$ cat src/rtl/izh_pkg.sv
// Shared fixed-point constants and detector state type for the Izhikevich
// neuron core and its downstream spike analyzer.
package izh_pkg;

    // Membrane voltage samples are signed 8-bit, 1 LSB = 1/64.
    localparam logic signed [7:0] V_PEAK_Q  = 8'sd19;
    localparam logic signed [7:0] V_RESET_Q = -8'sd32;

    typedef enum logic {
        ARMED   = 1'b0,
        REFRACT = 1'b1
    } det_state_t;

endpackage

$ cat src/rtl/izh_spike_analyzer_if.sv
// Sample stream in, spike/ISI/rate/burst results out.
interface izh_spike_analyzer_if #(
    parameter int ISI_W = 12
);
    logic signed [7:0] v_in;
    logic              v_valid;
    logic              clr;
    logic              spike;
    logic [ISI_W-1:0]  isi;
    logic              isi_valid;
    logic [7:0]        rate;
    logic              rate_valid;
    logic              burst;

    modport master (
        output v_in, v_valid, clr,
        input  spike, isi, isi_valid, rate, rate_valid, burst
    );

    modport slave (
        input  v_in, v_valid, clr,
        output spike, isi, isi_valid, rate, rate_valid, burst
    );
endinterface

$ cat src/rtl/izh_sat_counter.sv
// Saturating up-counter with synchronous clear and parallel load.
// Priority: clear, then load, then increment.
module izh_sat_counter #(
    parameter int W = 8
) (
    input  logic         clk,
    input  logic         rst_n,
    input  logic         clr_i,
    input  logic         load_i,
    input  logic [W-1:0] load_val_i,
    input  logic         inc_i,
    output logic [W-1:0] cnt_o
);
    localparam logic [W-1:0] CNT_MAX = '1;

    logic [W-1:0] cnt_q, cnt_d;

    always_comb begin
        cnt_d = cnt_q;
        if (clr_i)
            cnt_d = '0;
        else if (load_i)
            cnt_d = load_val_i;
        else if (inc_i && (cnt_q != CNT_MAX))
            cnt_d = cnt_q + 1'b1;
    end

    always_ff @(posedge clk or negedge rst_n) begin
        if (!rst_n)
            cnt_q <= '0;
        else
            cnt_q <= cnt_d;
    end

    assign cnt_o = cnt_q;
endmodule

$ cat src/rtl/izh_spike_analyzer.sv
// Turns the neuron core voltage stream into spike pulses, inter-spike
// intervals, windowed spike rate and a burst level.
//   state   | meaning
//   ARMED   | waiting for a sample above V_TH
//   REFRACT | spike fired, waiting for a sample at or below V_REARM
module izh_spike_analyzer
    import izh_pkg::*;
#(
    parameter logic signed [7:0] V_TH      = V_PEAK_Q,
    parameter logic signed [7:0] V_REARM   = V_RESET_Q >>> 1,
    parameter int                WIN_LOG2  = 10,
    parameter int                ISI_W     = 12,
    parameter int                BURST_ISI = 8,
    parameter int                BURST_MIN = 3
) (
    input  logic                 clk,
    input  logic                 rst_n,
    izh_spike_analyzer_if.slave  bus
);
    localparam logic [ISI_W-1:0] BURST_ISI_C = ISI_W'(BURST_ISI);
    localparam logic [3:0]       BURST_MIN_C = 4'(BURST_MIN);

    det_state_t          state_q, state_d;
    logic                accept, fire, close, intra, isi_elig, quiet;
    logic [ISI_W-1:0]    isi_cnt, isi_q;
    logic [7:0]          spk_cnt, rate_q;
    logic [2:0]          burst_len;
    logic [WIN_LOG2-1:0] win_q;
    logic                have_prev_q, spike_q, isi_valid_q, rate_valid_q;
    logic                burst_q, burst_d;

    // A clear discards whatever sample arrives with it.
    assign accept   = bus.v_valid & ~bus.clr;
    assign fire     = accept && (state_q == ARMED) && (bus.v_in > V_TH);
    assign close    = accept && (win_q == '1);
    assign intra    = have_prev_q && (isi_cnt <= BURST_ISI_C);
    assign isi_elig = fire & have_prev_q;
    assign quiet    = accept && !fire && (isi_cnt == BURST_ISI_C);

    always_ff @(posedge clk or negedge rst_n) begin
        if (!rst_n)
            state_q <= ARMED;
        else
            state_q <= state_d;
    end

    always_comb begin
        state_d = state_q;
        if (bus.clr) begin
            state_d = ARMED;
        end else if (accept) begin
            case (state_q)
                ARMED:   if (bus.v_in > V_TH)     state_d = REFRACT;
                REFRACT: if (bus.v_in <= V_REARM) state_d = ARMED;
                default: state_d = ARMED;
            endcase
        end
    end

    izh_sat_counter #(.W(ISI_W)) u_isi_cnt (
        .clk        (clk),
        .rst_n      (rst_n),
        .clr_i      (bus.clr),
        .load_i     (fire),
        .load_val_i (ISI_W'(1)),
        .inc_i      (accept & ~fire),
        .cnt_o      (isi_cnt)
    );

    izh_sat_counter #(.W(8)) u_spk_cnt (
        .clk        (clk),
        .rst_n      (rst_n),
        .clr_i      (bus.clr),
        .load_i     (close),
        .load_val_i (8'd0),
        .inc_i      (fire),
        .cnt_o      (spk_cnt)
    );

    izh_sat_counter #(.W(3)) u_burst_len (
        .clk        (clk),
        .rst_n      (rst_n),
        .clr_i      (bus.clr | quiet),
        .load_i     (fire & ~intra),
        .load_val_i (3'd1),
        .inc_i      (fire & intra),
        .cnt_o      (burst_len)
    );

    // Burst level tracks the burst_len value being written this cycle so it
    // stays a plain flop output; the 4-bit sum keeps the saturated case high.
    always_comb begin
        burst_d = burst_q;
        if (bus.clr || quiet)
            burst_d = 1'b0;
        else if (fire)
            burst_d = intra ? (({1'b0, burst_len} + 4'd1) >= BURST_MIN_C)
                            : (BURST_MIN <= 1);
    end

    always_ff @(posedge clk or negedge rst_n) begin
        if (!rst_n) begin
            have_prev_q  <= 1'b0;
            win_q        <= '0;
            isi_q        <= '0;
            rate_q       <= '0;
            spike_q      <= 1'b0;
            isi_valid_q  <= 1'b0;
            rate_valid_q <= 1'b0;
            burst_q      <= 1'b0;
        end else begin
            spike_q      <= fire;
            isi_valid_q  <= isi_elig;
            rate_valid_q <= close;
            burst_q      <= burst_d;
            if (bus.clr) begin
                have_prev_q <= 1'b0;
                win_q       <= '0;
                isi_q       <= '0;
                rate_q      <= '0;
            end else begin
                if (fire)
                    have_prev_q <= 1'b1;
                if (accept)
                    win_q <= win_q + 1'b1;
                if (isi_elig)
                    isi_q <= isi_cnt;
                if (close)
                    rate_q <= (fire && (spk_cnt != 8'hFF)) ? spk_cnt + 8'd1 : spk_cnt;
            end
        end
    end

    assign bus.spike      = spike_q;
    assign bus.isi        = isi_q;
    assign bus.isi_valid  = isi_valid_q;
    assign bus.rate       = rate_q;
    assign bus.rate_valid = rate_valid_q;
    assign bus.burst      = burst_q;
endmodule

$ cat src/flat_wrapper.sv
// flat-port wrapper written by rule: the top's interface ports become plain ports
module izh_spike_analyzer_flat import izh_pkg::*;
#(
    parameter logic signed [7:0] V_TH      = V_PEAK_Q,
    parameter logic signed [7:0] V_REARM   = V_RESET_Q >>> 1,
    parameter int                WIN_LOG2  = 10,
    parameter int                ISI_W     = 12,
    parameter int                BURST_ISI = 8,
    parameter int                BURST_MIN = 3
)
  (clk, rst_n, bus_v_in, bus_v_valid, bus_clr, bus_spike, bus_isi, bus_isi_valid, bus_rate, bus_rate_valid, bus_burst);
  izh_spike_analyzer_if #(.ISI_W(ISI_W)) bus_i ();
  input  logic clk;
  input  logic rst_n;
  input wire logic [$bits(bus_i.v_in)-1:0] bus_v_in;
  input wire logic [$bits(bus_i.v_valid)-1:0] bus_v_valid;
  input wire logic [$bits(bus_i.clr)-1:0] bus_clr;
  output wire logic [$bits(bus_i.spike)-1:0] bus_spike;
  output wire logic [$bits(bus_i.isi)-1:0] bus_isi;
  output wire logic [$bits(bus_i.isi_valid)-1:0] bus_isi_valid;
  output wire logic [$bits(bus_i.rate)-1:0] bus_rate;
  output wire logic [$bits(bus_i.rate_valid)-1:0] bus_rate_valid;
  output wire logic [$bits(bus_i.burst)-1:0] bus_burst;
  assign bus_i.v_in = bus_v_in;
  assign bus_i.v_valid = bus_v_valid;
  assign bus_i.clr = bus_clr;
  assign bus_spike = bus_i.spike;
  assign bus_isi = bus_i.isi;
  assign bus_isi_valid = bus_i.isi_valid;
  assign bus_rate = bus_i.rate;
  assign bus_rate_valid = bus_i.rate_valid;
  assign bus_burst = bus_i.burst;
  izh_spike_analyzer #(.V_TH(V_TH), .V_REARM(V_REARM), .WIN_LOG2(WIN_LOG2), .ISI_W(ISI_W), .BURST_ISI(BURST_ISI), .BURST_MIN(BURST_MIN)) u_core (.clk(clk), .rst_n(rst_n), .bus(bus_i));
endmodule
$ cat config.mk
export PLATFORM = sky130hd
export DESIGN_NAME = izh_spike_analyzer_flat
export DESIGN_NICKNAME = d
export VERILOG_FILES = /design/src/rtl/izh_pkg.sv /design/src/rtl/izh_spike_analyzer_if.sv /design/src/rtl/izh_sat_counter.sv /design/src/rtl/izh_spike_analyzer.sv /design/src/flat_wrapper.sv
export SDC_FILE = /design/constraint.sdc
export NUM_CORES = 1
export LEC_CHECK = 0
export ABC_AREA = 1
export CAP_MARGIN = 20
export CORE_UTILIZATION = 50
export CTS_CLUSTER_SIZE = 14
export DETAILED_ROUTE_END_ITERATION = 7
export PLACE_DENSITY = 0.72
export SETUP_SLACK_MARGIN = 0.15
export SLEW_MARGIN = 10
export SYNTH_ARGS = -nofsm -noshare
export SYNTH_HDL_FRONTEND = slang
export SYNTH_SLANG_ARGS = --single-unit
$ cat constraint.sdc
create_clock -name clk -period 4.4 [get_ports clk]
set_input_delay 0.88 -clock clk [delete_from_list [all_inputs] [get_ports clk]]
set_output_delay 0.88 -clock clk [all_outputs]
set_load 0.02 [all_outputs]
After elaboration in Yosys (flattened, before gate mapping)
Cells that the tools add are included.

Bits in registers: 59. Input port bits: 12. Word-level logic and storage cells: 79.

$add $sub $neg: 5. Order comparisons: 4. Eq/ne operators: 5. Mux-type cells: 25. Bitwise operators: 10. Reductions and logical operators: 18.

Operator list (number): 12-bit 2-to-1 mux (5); 8-bit 2-to-1 mux (5); 10-bit 2-to-1 mux (2); 12-bit by 1-bit adder with 12-bit output, second input constant (1); 12-bit by 4-bit == test with 1-bit output, second input constant (1); 12-bit by 4-bit <= comparator with 1-bit output, second input constant (1); 12-bit != test, second input constant (1); 10-bit by 1-bit adder with 10-bit output, second input constant (1); 10-bit == test, second input constant (1); 2-bit nonzero test (5); 1-bit logical AND (9); 1-bit 2-to-1 mux (9); 3-bit 2-to-1 mux (3); 8-bit by 1-bit adder with 8-bit output, second input constant (1); 8-bit by 6-bit greater-than comparator with 1-bit output, second input constant (1); 8-bit by 5-bit <= comparator with 1-bit output, second input constant (1); 8-bit != test, second input constant (1); 3-bit nonzero test (2); 1-bit bitwise AND (5); 3-bit by 1-bit adder with 4-bit output, second input constant (1); 4-bit by 2-bit greater-or-equal comparator with 1-bit output, second input constant (1); 1-bit NOT (4); 3-bit by 1-bit adder with 3-bit output, second input constant (1); 3-bit != test, second input constant (1); 4 further kinds (4).

Longest topological paths before layout
Depth in word-level cells: 10. Depth in mapped cells: 10. Gate-level depth less buffers: 10.

Hierarchy
From an unflattened synthesis, not the netlist that was laid out.

Cells, all modules: 513. Area total of the unflattened synthesis: 3748.6 um2.

By module, submodules not included: izh_spike_analyzer (instances 1, cells an instance 257, area an instance 1988.2 um2, seq. area each 900.9 um2); izh_sat_counter (u_core.u_isi_cnt) (instances 1, cells an instance 137, area an instance 909.6 um2, seq. area each 300.3 um2); izh_sat_counter (u_core.u_spk_cnt) (instances 1, cells an instance 91, area an instance 643.1 um2, seq. area each 200.2 um2); izh_sat_counter (u_core.u_burst_len) (instances 1, cells an instance 28, area an instance 207.7 um2, seq. area each 75.1 um2).

Worst setup path after synthesis
OpenSTA, ideal clock, no wires.

Kind: input -> register. Start point: input bus_clr. End point: register u_core.rate_q[1], in the netlist u_core.bus.rate[1]. Library setup time: 0.118 ns. Data arrival time: 1.795 ns. Path slack: 2.487 ns. Stages: 8. Buffers on the path: 2. Path through: buf_6 > nor2_4 > nand2_1 > a21oi_2 > buf_4 > nand3b_1 > nand3_1 > nand2_1.

Word-level cells in the longest chain between the ends: 8. Elaborated cells on any way between the ends: 10.

Ends and longest elaborated chain: from (decl) (RTL line flat_wrapper.sv:17) `input wire logic [$bits(bus_i.clr)-1:0] bus_clr;`; 1-bit NOT (RTL line izh_spike_analyzer.sv:33) `assign accept = bus.v_valid & ~bus.clr;`; 1-bit bitwise AND (RTL line izh_spike_analyzer.sv:33); 1-bit logical AND (2 in a row) (RTL line izh_spike_analyzer.sv:34) `assign fire = accept && (state_q == ARMED) && (bus.v_in > V_TH);`; via u_core.fire (RTL line izh_spike_analyzer.sv:24) `logic accept, fire, close, intra, isi_elig, quiet;`; 1-bit logical AND (RTL line izh_spike_analyzer.sv:129) `rate_q <= (fire && (spk_cnt != 8'hFF)) ? spk_cnt + 8'd1 : spk_cnt;`; 8-bit 2-to-1 mux (RTL line izh_spike_analyzer.sv:129); 8-bit 2-to-1 mux (RTL line izh_spike_analyzer.sv:128) `if (close)`; 8-bit 2-to-1 mux (RTL line izh_spike_analyzer.sv:116) `if (bus.clr) begin`; to (signal assigned) (RTL line izh_spike_analyzer.sv:129); to (decl) (RTL line izh_spike_analyzer.sv:26) `logic [7:0] spk_cnt, rate_q;`.

The timed path passes the listed nets, and every way through them passes these cells. The select of a mux whose other input is x is not followed. A chain may end at the register's enable or synchronous reset.

Worst setup path in the final report
Start point: input bus_v_valid. End point: register u_core.isi_q[2], in the netlist u_core.bus.isi[2].

Word-level cells in the longest chain between the ends: 5.

Ends and longest elaborated chain: from (decl) (RTL line flat_wrapper.sv:16) `input wire logic [$bits(bus_i.v_valid)-1:0] bus_v_valid;`; 1-bit bitwise AND (RTL line izh_spike_analyzer.sv:33); 1-bit logical AND (2 in a row) (RTL line izh_spike_analyzer.sv:34); 1-bit bitwise AND (RTL line izh_spike_analyzer.sv:37) `assign isi_elig = fire & have_prev_q;`; 2-bit nonzero test (no line); to (signal assigned) (RTL line izh_spike_analyzer.sv:127) `isi_q <= isi_cnt;`; to (decl) (RTL line izh_spike_analyzer.sv:25) `logic [ISI_W-1:0] isi_cnt, isi_q;`.

No other way between the ends.

==> results.ini <==
[status]
status = finished clean

[synthesis]
netlist_area_mm2 = 0.00313
yosysWarnings = 0
syn_area_per_cell_um2 = 7.93
synth_area_leaders = dfrtp_1, nand2_1, nand3_1
synth_top_area_frac = 0.472
synthDistinctLibCells = 32
ys_seq_area_frac = 0.472
syn_nets = 414
synth_largest_area_cell = dfrtp_1
ys_ff_latch = 59
netlist_instances = 395

[floorplanning]
die_area_mm2 = 0.00658
start_util = 0.523
die_h_um = 81.1
fp-row-count = 28
die_w_um = 81.1
core_area_mm2 = 0.00599
ioPinCount = 36

[setup_path]
ff2ff_setup_slack_ns = 2.51
reg2reg_depth = 6
max_stage_delay_ns = 0.73
cpMaxStageDelayCell = clkdlybuf4s50_1
critPathKind = primary input to register
cp-end-kind = register
crit_chain = clkdlybuf4s50_1 -> inv_1 -> nor2_4 -> nand2_1 -> a21oi_2 -> nand2_2 -> nand3_1 -> o21ai_1
arrival_ns = 3.31
startpoint_type = primary input
path_max_fanout = 24
timing.rr.end = u_core.bus.isi[2]$_DFFE_PN0P_
worst_ep_required_time_ns = 4.62
rr_startpoint = u_core.state_q$_DFFE_PN0P_

[finish]
fillers = 523
diodes = 0
final_nets = 453
postLayoutCoreUtil = 0.623
final_area_mm2 = 0.00373
drive_gt1_frac = 0.0774
areaGrowthSynthToFinish_pct = 19.1

[grt]
grt_pass1_wl_um = 11600
grt_use_total = 0.237
overflow = 0
grt_pass1_vias = 2589
grt_max_degree = 60
grt_antenna_before_repair = 0

[pwr]
ir_worst_vdd_v = 0.000197
intPower_uw = 855
pwr-share-comb = 0.078
clkPwrFrac = 0.433
pwr_density_cell_mw_per_mm2 = 307
p_sw_uw = 292
pwr-share-seq = 0.490
switching_share = 0.254
leakage_nw = 1.75
finalPower_mw = 1.15

[placement]
place_area_mm2 = 0.00354
gp_congestion = 0.882
dpl.hpwl_um = 4850
io_buffers = 35

[route]
route.detailed.drc = 0
vias = 2704
dr.pass1.iters = 5
drt_iter0_drc = 149
routed_wl_um = 6940
wire_per_inst_um = 13.5
ant_nets = 0
post_drt_via_cell_ratio = 5.26

[sta]
finalHoldViolations = 0
fin_skew_ns = 0.00776
relSlewSlack = 0.500
final-max-slew-violation-count = 0
fmax_mhz = 325
fin_crit_sh = 0.700
fin_tns_setup_ns = 0
setup_viol_count_final = 0
holdWs_ns = 0.506
rsz0062_at_grt = no
worst-slew-pin-transition_ns = 0.751
min_period_ns = 3.08

[clock_tree]
h-tree-depth = 3
cts_tree = yes
cts_sinks = 59
numCtsBuffers = 9
clk_path_buf_depth = 2
cts-root-buf = clkbuf_8
clk_pin_slew_worst_paths_ns = 0.07
clkLatencyLatePin_ns = 0.35
hold_buffers = 0
post-cts-setup-buffers = 0
cts_resized = 0

[min_path]
holdPathStages = 2
min-delay-start = u_core.state_q$_DFFE_PN0P_
hold_class = register to register
min_to = u_core.state_q$_DFFE_PN0P_

[flow_run]
maxCapViolations = 0

[kinds of logic (layout without fill, tap and decap cells)]
family,Yosys count,count (layout),share of synthesized area
compound gates,44,44,0.0763
simple gates,226,226,0.334
buf+inv,50,94,0.0647
xor+xnor,9,9,0.0252
fa+ha+maj,7,7,0.0280
flops,59,59,0.472
[power groups by stage]
stage | Combinational [mW] | Sequential (mW) | Clock (mW)
2_1_floorplan | 0.0529 | 0.571 | 0
3_3_place_gp | 0.0887 | 0.571 | 0
3_5_place_dp | 0.0906 | 0.571 | 0
4_1_cts | 0.0909 | 0.561 | 0.502
5_1_grt | 0.103 | 0.562 | 0.522
6_report | 0.0893 | 0.561 | 0.496
[cell usage in the layout (no fill, tap or decap), drive strengths merged]
cell type,instances
nand4,11
o21ai,30
o21a,1
dfrtp,59
ha,7
clkinv,4
a21oi,10
nor3b,1
buf,3
clkinvlp,1
nand3,62
a22o,1
inv,40
nand2,97
and2,1
clkbuf,11
nand3b,3
clkdlybuf4s50,34
nor2,46
bufinv,1
xor2,9
o21bai,2
nor3,5
[worst max-delay path, delay by kind of cell]
kind            cells  cell delay (ns)
compound gates      2             0.57
buf+inv             2             0.95
simple gates        4             0.91
[layer usage]
layer	vias to the layer above	part of all wire	global-route usage
li1	1369	-	-
met1	1268	0.48	0.316
met2	55	0.47	0.368
met3	12	0.037	0.0404
met4	0	0.015	0.121
met5	-	0	0
[how the worst max path moves through the flow]
stage	end	startpoint	cells after the start
4_1_cts	u_core.bus.isi[2]$_DFFE_PN0P_	bus_v_valid	8
5_1_grt	u_core.bus.isi[2]$_DFFE_PN0P_	bus_v_valid	8
2_1_floorplan	u_core.bus.rate[1]$_DFFE_PN0P_	bus_clr	8
6_report	u_core.bus.isi[2]$_DFFE_PN0P_	bus_v_valid	8
3_3_place_gp	u_core.bus.isi[8]$_DFFE_PN0P_	bus_v_valid	8
3_5_place_dp	u_core.bus.isi[1]$_DFFE_PN0P_	bus_v_valid	8
[Yosys cell counts]
master	number
inv_2	1
nand3b_1	3
xor2_1	9
buf_4	1
inv_1	39
nor2_1	42
a21oi_1	9
nor2_4	2
and2_1	1
nor2_8	1
dfrtp_1	59
o21ai_1	11
nand2_1	91
nand4_1	11
nand3_1	59
o21ai_0	19
nor3b_1	1
buf_6	1
a21oi_2	1
clkbuf_1	4
o21a_1	1
o21bai_1	1
nor3_1	5
nand3_2	3
nand2_4	1
o21bai_2	1
buf_2	3
ha_1	7
a22o_1	1
nand2_2	5
nor2_2	1
clkinv_1	1
[through the flow]
step                      setup slack (ns)  instances
after global routing                  1.06        514
after CTS                             1.33        514
after detailed placement             0.967        498
after floorplan                       2.49        395
final                                 1.32        514
after global placement                1.12        498
[state kept, by name, indices dropped and copies added (netlist names)]
register                  flops
u_core.bus.rate               8
u_core.bus.isi_valid          1
u_core.u_isi_cnt.cnt_o       12
u_core.win_q                 10
u_core.state_q                1
u_core.bus.rate_valid         1
u_core.bus.isi               12
u_core.bus.spike              1
u_core.u_spk_cnt.cnt_o        8
u_core.bus.burst              1
u_core.u_burst_len.cnt_o      3
u_core.have_prev_q            1
[layout make-up]
type	count	area [um2]	area share
clock buffers	11	141	0.0379
flip-flops and latches	59	1480	0.396
multi-input cells	286	1450	0.389
repair buffers	37	360	0.0966
clock inverters	5	52.6	0.0141
inverters	41	154	0.0413
well taps	75	93.8	0.0252
Power figures use the tool's default switching activity.
